===== src/rtl/stage_mem_dport.sv =====
// Memory stage: issues data-cache requests with the dhit handshake, stalls on misses,
// and owns the MEM/WB pipeline register plus the sticky halt/misalign flags.
module stage_mem_dport #(
  parameter int unsigned WORD_W     = 32,
  parameter int unsigned REGSEL_W   = 5,
  parameter int unsigned STALLCNT_W = 16
) (
  input  logic                  CLK,
  input  logic                  nRST,
  input  logic                  valid_in,
  input  logic [WORD_W-1:0]     aluOut_in,
  input  logic [WORD_W-1:0]     storeData_in,
  input  logic                  memRead_in,
  input  logic                  memWrite_in,
  input  logic                  memtoReg_in,
  input  logic                  regWrite_in,
  input  logic [REGSEL_W-1:0]   regSel_in,
  input  logic                  jal_in,
  input  logic [WORD_W-1:0]     npc_in,
  input  logic                  halt_in,
  input  logic                  dhit,
  input  logic [WORD_W-1:0]     dmemload,
  output logic                  dmemREN,
  output logic                  dmemWEN,
  output logic [WORD_W-1:0]     dmemaddr,
  output logic [WORD_W-1:0]     dmemstore,
  output logic                  mem_stall,
  output logic                  misalign,
  output logic [STALLCNT_W-1:0] stall_cycles,
  output logic                  valid_out,
  output logic [WORD_W-1:0]     npc_out,
  output logic                  jal_out,
  output logic                  regWrite_out,
  output logic [REGSEL_W-1:0]   regSel_out,
  output logic                  memtoReg_out,
  output logic [WORD_W-1:0]     aluOut_out,
  output logic [WORD_W-1:0]     dmemload_out,
  output logic                  halt_out,
  output logic                  halted
);

  typedef enum logic {StIdle, StWait} state_e;

  state_e state_q, state_d;
  logic   is_mem, aligned, memop, misaligned_op, req, accept;

  assign is_mem        = valid_in & (memRead_in | memWrite_in) & ~halted;
  assign aligned       = (aluOut_in[1:0] == 2'b00);
  assign memop         = is_mem & aligned;
  assign misaligned_op = is_mem & ~aligned;
  assign accept        = valid_in & ~halted;

  always_comb begin
    state_d = state_q;
    req     = 1'b0;
    unique case (state_q)
      StIdle: begin
        req = memop;
        if (memop && !dhit) state_d = StWait;
      end
      StWait: begin
        // Upstream is frozen, so the request is rebuilt from the held inputs.
        req = memop;
        if (dhit || !memop) state_d = StIdle;
      end
    endcase
  end

  // Requests are gated by nRST so they drop the instant reset asserts.
  assign dmemREN   = nRST & req & memRead_in;
  assign dmemWEN   = nRST & req & memWrite_in & ~memRead_in;
  assign dmemaddr  = aluOut_in;
  assign dmemstore = storeData_in;
  assign mem_stall = nRST & memop & ~dhit;

  always_ff @(posedge CLK or negedge nRST) begin
    if (!nRST) begin
      state_q      <= StIdle;
      misalign     <= 1'b0;
      stall_cycles <= '0;
      halted       <= 1'b0;
    end else begin
      state_q <= state_d;
      if (misaligned_op) misalign <= 1'b1;
      if (mem_stall && (stall_cycles != {STALLCNT_W{1'b1}})) begin
        stall_cycles <= stall_cycles + 1'b1;
      end
      if (!mem_stall && accept && halt_in) halted <= 1'b1;
    end
  end

  always_ff @(posedge CLK or negedge nRST) begin
    if (!nRST) begin
      valid_out    <= 1'b0;
      npc_out      <= '0;
      jal_out      <= 1'b0;
      regWrite_out <= 1'b0;
      regSel_out   <= '0;
      memtoReg_out <= 1'b0;
      aluOut_out   <= '0;
      dmemload_out <= '0;
      halt_out     <= 1'b0;
    end else if (mem_stall || !accept) begin
      valid_out    <= 1'b0;
      npc_out      <= '0;
      jal_out      <= 1'b0;
      regWrite_out <= 1'b0;
      regSel_out   <= '0;
      memtoReg_out <= 1'b0;
      aluOut_out   <= '0;
      dmemload_out <= '0;
      halt_out     <= 1'b0;
    end else begin
      valid_out    <= 1'b1;
      npc_out      <= npc_in;
      jal_out      <= jal_in;
      regWrite_out <= regWrite_in & ~misaligned_op;
      regSel_out   <= regSel_in;
      memtoReg_out <= memtoReg_in;
      aluOut_out   <= aluOut_in;
      dmemload_out <= (memop && memRead_in && dhit) ? dmemload : '0;
      halt_out     <= halt_in;
    end
  end

endmodule


===== config.mk =====
export PLATFORM = sky130hd
export DESIGN_NAME = stage_mem_dport
export DESIGN_NICKNAME = d
export VERILOG_FILES = /design/src/rtl/stage_mem_dport.sv
export SDC_FILE = /design/constraint.sdc
export NUM_CORES = 1
export LEC_CHECK = 0
export CAP_MARGIN = 5
export CORE_AREA = 2 2 130 132
export DETAILED_ROUTE_END_ITERATION = 12
export DIE_AREA = 0 0 132 134
export HOLD_SLACK_MARGIN = 0.1
export PLACE_DENSITY = 0.77
export SLEW_MARGIN = 0
export SYNTH_ARGS = -nofsm -noshare
export SYNTH_HDL_FRONTEND = slang
export SYNTH_SLANG_ARGS = --single-unit

===== constraint.sdc =====
create_clock -name CLK -period 3 [get_ports CLK]
set_clock_uncertainty 0.2 [all_clocks]
set_input_delay 0.6 -clock CLK [delete_from_list [all_inputs] [get_ports CLK]]
set_output_delay 0.6 -clock CLK [all_outputs]
set_load 0.05 [all_outputs]

; ---- Word-level counts from Yosys, hierarchy flattened
; Cells that the tools add are included.
; Widths: inputs -> output; s select.
[classes]
n_addsub = 1
eq_ne = 1
n_mux = 10
bitwise_logic = 17
reduce_logical = 9
[op_table]
columns = operator, n
row1 = $mux 32, 4
row2 = $add 16x1->16 const B, 1
row3 = $ne 16x16->1 const B, 1
row4 = $and 1x1->1, 11
row5 = $logic_and 1x1->1, 5
row6 = $mux 1, 5
row7 = $mux 5, 1
row8 = $not 1->1, 5
row9 = $logic_not 1->1, 2
row10 = $logic_not 2->1, 1
row11 = $logic_or 1x1->1, 1
row12 = $or 1x1->1, 1
[totals]
register_bits = 124
word_cells = 50

; ---- Depth between registers and ports, before layout
[logic_depth]
depth_word = 9
ltp_mapped = 6
depth_no_buf = 6

; ---- Worst setup path before layout
; OpenSTA, ideal clock, no wires.
[synth_timing]
kind = register to output
startpoint = register halted
endpoint = output dmemWEN
arrival_time_ns = 1.661
t_required_ns = 2.200
slack_ns = 0.539
path_stages_with_launch = 4
path_buffers = 0
cell_sequence = dfrtp_1 nand2b_1 nor4_1 and4b_1
[synth_between]
elab_chain_len = 6
[synth_lines]
columns = item, line
row1 = "start, declared", 39  ; output logic halted
row2 = "start signal, assigned", 81  ; halted <= 1'b0;
row3 = "start signal, assigned", 88  ; if (!mem_stall && accept && halt_in) halted <= 1'b1;
row4 = $not 1->1, 47  ; assign is_mem = valid_in & (memRead_in | memWrite_in) & ~halted;
row5 = $and 1x1->1, 47
row6 = $and 1x1->1, 49  ; assign memop = is_mem & aligned;
row7 = $and 1x1->1 (3 in series), 71  ; assign dmemWEN = nRST & req & memWrite_in & ~memRead_in;
row8 = "end, declared", 24  ; output logic dmemWEN,
; No other way between the ends.

; ---- Final worst setup path
[layout_timing]
startpoint = input aluOut_in[1]
endpoint = output mem_stall
[layout_between]
elab_chain_len = 4
[layout_lines]
columns = item, line
row1 = "start, declared", 11  ; input logic [WORD_W-1:0] aluOut_in,
row2 = $logic_not 2->1, 48  ; assign aligned = (aluOut_in[1:0] == 2'b00);
row3 = $and 1x1->1, 49
row4 = $and 1x1->1 (2 in series), 74  ; assign mem_stall = nRST & memop & ~dhit;
row5 = "end, declared", 27  ; output logic mem_stall,
; No other way between the ends.

==> results.toml <==
[timing]
finalSetupViolCount = 0
fin_ws_ns = 0.0622
slew_headroom_pct = 49.1
rsz0062_at_grt = "no"
hold_viol = 0
fin_crit_sh_pct = 97.9
fin_setup_tns_ns = 0
slew_violations = 0
final.min_clock_period_ns = 2.94
hold_ws_ns = 0.171
worst_pin_slew_ns = 0.763
fmax_ghz = 0.340

[worst_setup_path]
end_kind = "output port"
timing.rr.end = "stall_cycles[1]"
rr_worst_depth = 6
cp.required_ns = 2.20
reg2reg_slack_ns = 0.71
critPathArrivalTime_ns = 2.14
worstSetupStartpointType = "input pin"
crit_path_max_fanout = 4
setup.worst_path.class = "in2out"
worst_r2r_startpoint = "halted"

[finish]
layout-drive-gt1-share_pct = 14.8
final_cells = 823
antenna_cells = 0
syn2layout_area_growth_pct = 64.6
nNetsFinal = 734

[yosys]
synth_edf_count = 0
avgSynthCellArea_sq_um = 12.9
syn_nets = 516
ys_async_sr_fraction_pct = 100
yosysWarnings = 0
syn_area_sq_um = 4800
synth-main-ff-cell = "dfrtp_1"
ys_types = 30
synth_cells = 372
yosysTopAreaCellShare_pct = 64.7
seq_area_frac_synth_pct = 64.7
netlist_top_cells_count = "124 x dfrtp_1, 79 x and3_1, 64 x buf_4, 32 x and2_1, 18 x clkbuf_1"
synth-seq-cells = 124
ys_top_cells_by_area = "dfrtp_1 65%, and3_1 10%, buf_4 10%"
synth_most_common_cell = "dfrtp_1"
synth_top_cell_by_area = "dfrtp_1"

[placed_design]
finalWeightedCongestion = 0.904
portBuffers = 269
dpl.hpwl_mm = 11.4
post-place-ws_ns = -0.0367
place_inst = 790

[global_routing]
grt_antenna_before_repair = 0
grt_max_degree = 64
grt_pass1_wl_mm = 22.2
gr-total-overflow = 0
grt_pass1_vias = 3907
grtUsageTotal_pct = 16.7

[cts]
cts.htree.levels = 4
cts_tree = "done"
cts_buffers = 17
clk_latency_ns = 0.41
path_clk_slew_ns = 0.06
clock_sinks = 124
root_buffer = "clkbuf_16"
clockBufferDepth = 2

[floorplan]
row_count = 47
dieArea_sq_um = 17700
fp.dieW_um = 132
ios = 334
core_area_sq_um = 16300
die_y_um = 134
initial_core_util_pct = 29.4

[drt]
wire_per_inst_um = 17.7
drc = 0
drt_first_pass_iters = 4
routed-via-count = 3560
ant_nets = 0
drt_iter0_drc = 96
post_drt_via_cell_ratio = 4.33
routed_wl_mm = 14.6

[hold_path]
hold_class = "in2async"

[run]
cap_viol_max_count = 0

[power_and_ir_drop]
p_total_mw = 4.74
vdd_drop_max_uv = 339
power_leakage_nw = 3.82
power_density_nw_per_um2 = 600

[outcome]
status = "completed"
-- cell families (layout without fill, tap and decap cells) --
logic type,after synthesis,count (layout),share of synthesized area (%)
and+or+nand+nor,143,143,18.5
DFF,124,124,64.7
buffers and inverters,84,315,11.8
xor gates and xnor gates,15,15,2.74
AOI/OAI and AO/OA,4,4,1.70
adders and majority gates,1,1,0.261
muxes,1,1,0.235
-- worst max path at each step --
stage	start	endpoint	slack [ns]	cells after the start
detailed placement	dhit	stall_cycles[1]	-0.04	6
global placement	dhit	stall_cycles[1]	-0.009	6
CTS	aluOut_in[1]	mem_stall	0.03	5
finish	aluOut_in[1]	mem_stall	0.06	5
global route	valid_in	dmemWEN	0.01	5
floorplan	halted	dmemWEN	0.54	3
-- layout make-up --
type / count / area [sq um]
inverter: 1 / 8.76
sequential: 124 / 3100
tap: 220 / 275
fill: 1449 / 8390
clock buffer: 17 / 425
clock inverter: 15 / 213
multi-input combinational: 164 / 1130
timing repair buffer: 282 / 2740
-- metal layers --
layer	GRT usage (%)	vias to the layer above	share of wire [%]
met3	7.75	27	11
met4	7.07	0	2.5
met2	30.3	208	53
li1	-	1616	-
met1	16.4	1709	34
met5	0	-	0
-- report_power, final --
| part | internal, mW | switching (mW) | leakage (nW) |
|---|---|---|---|
| Sequential | 1.74 | 0.0361 | 1.71 |
| Clock | 1.41 | 0.783 | 0.306 |
| Combinational | 0.306 | 0.468 | 1.81 |
-- state kept, by name, summed over array words and instances, names as in the netlist --
signal,cells
regWrite_out,1
halted,1
memtoReg_out,1
aluOut_out,32
jal_out,1
misalign,1
npc_out,32
dmemload_out,32
valid_out,1
halt_out,1
regSel_out,5
stall_cycles,16
-- what timing repair did --
action	CTS	global route
setup endpoints to repair	1	1
pin swaps	2	1
hold buffers	0	0
resized for setup	0	0
setup buffers	1	0
-- worst max-delay path, stage by stage --
cell             delay (ns)
clkdlybuf4s50_1        0.41
or4b_1                 0.54
or3_4                  0.37
clkinv_4               0.08
buf_12                 0.13
-- metrics by stage --
| step | instance area [sq um] | utilization (%) |
|---|---|---|
| after floorplan | 4800 | - |
| after global placement | 7250 | 44.5 |
| after detailed placement | 7250 | 44.5 |
| after CTS | 7900 | 48.5 |
| after global routing | 7900 | 48.5 |
| final | 7900 | 48.5 |
-- layout by cell type (no fill, tap or decap), types with 5 or more instances in the layout --
master	count
xor2_1	5
dfrtp_1	124
nand4_1	9
and2_1	32
xnor2_1	10
buf_4	46
clkinv_4	5
and3_1	79
clkdlybuf4s50_1	233
clkbuf_16	17
Power figures use the tool's default switching activity.
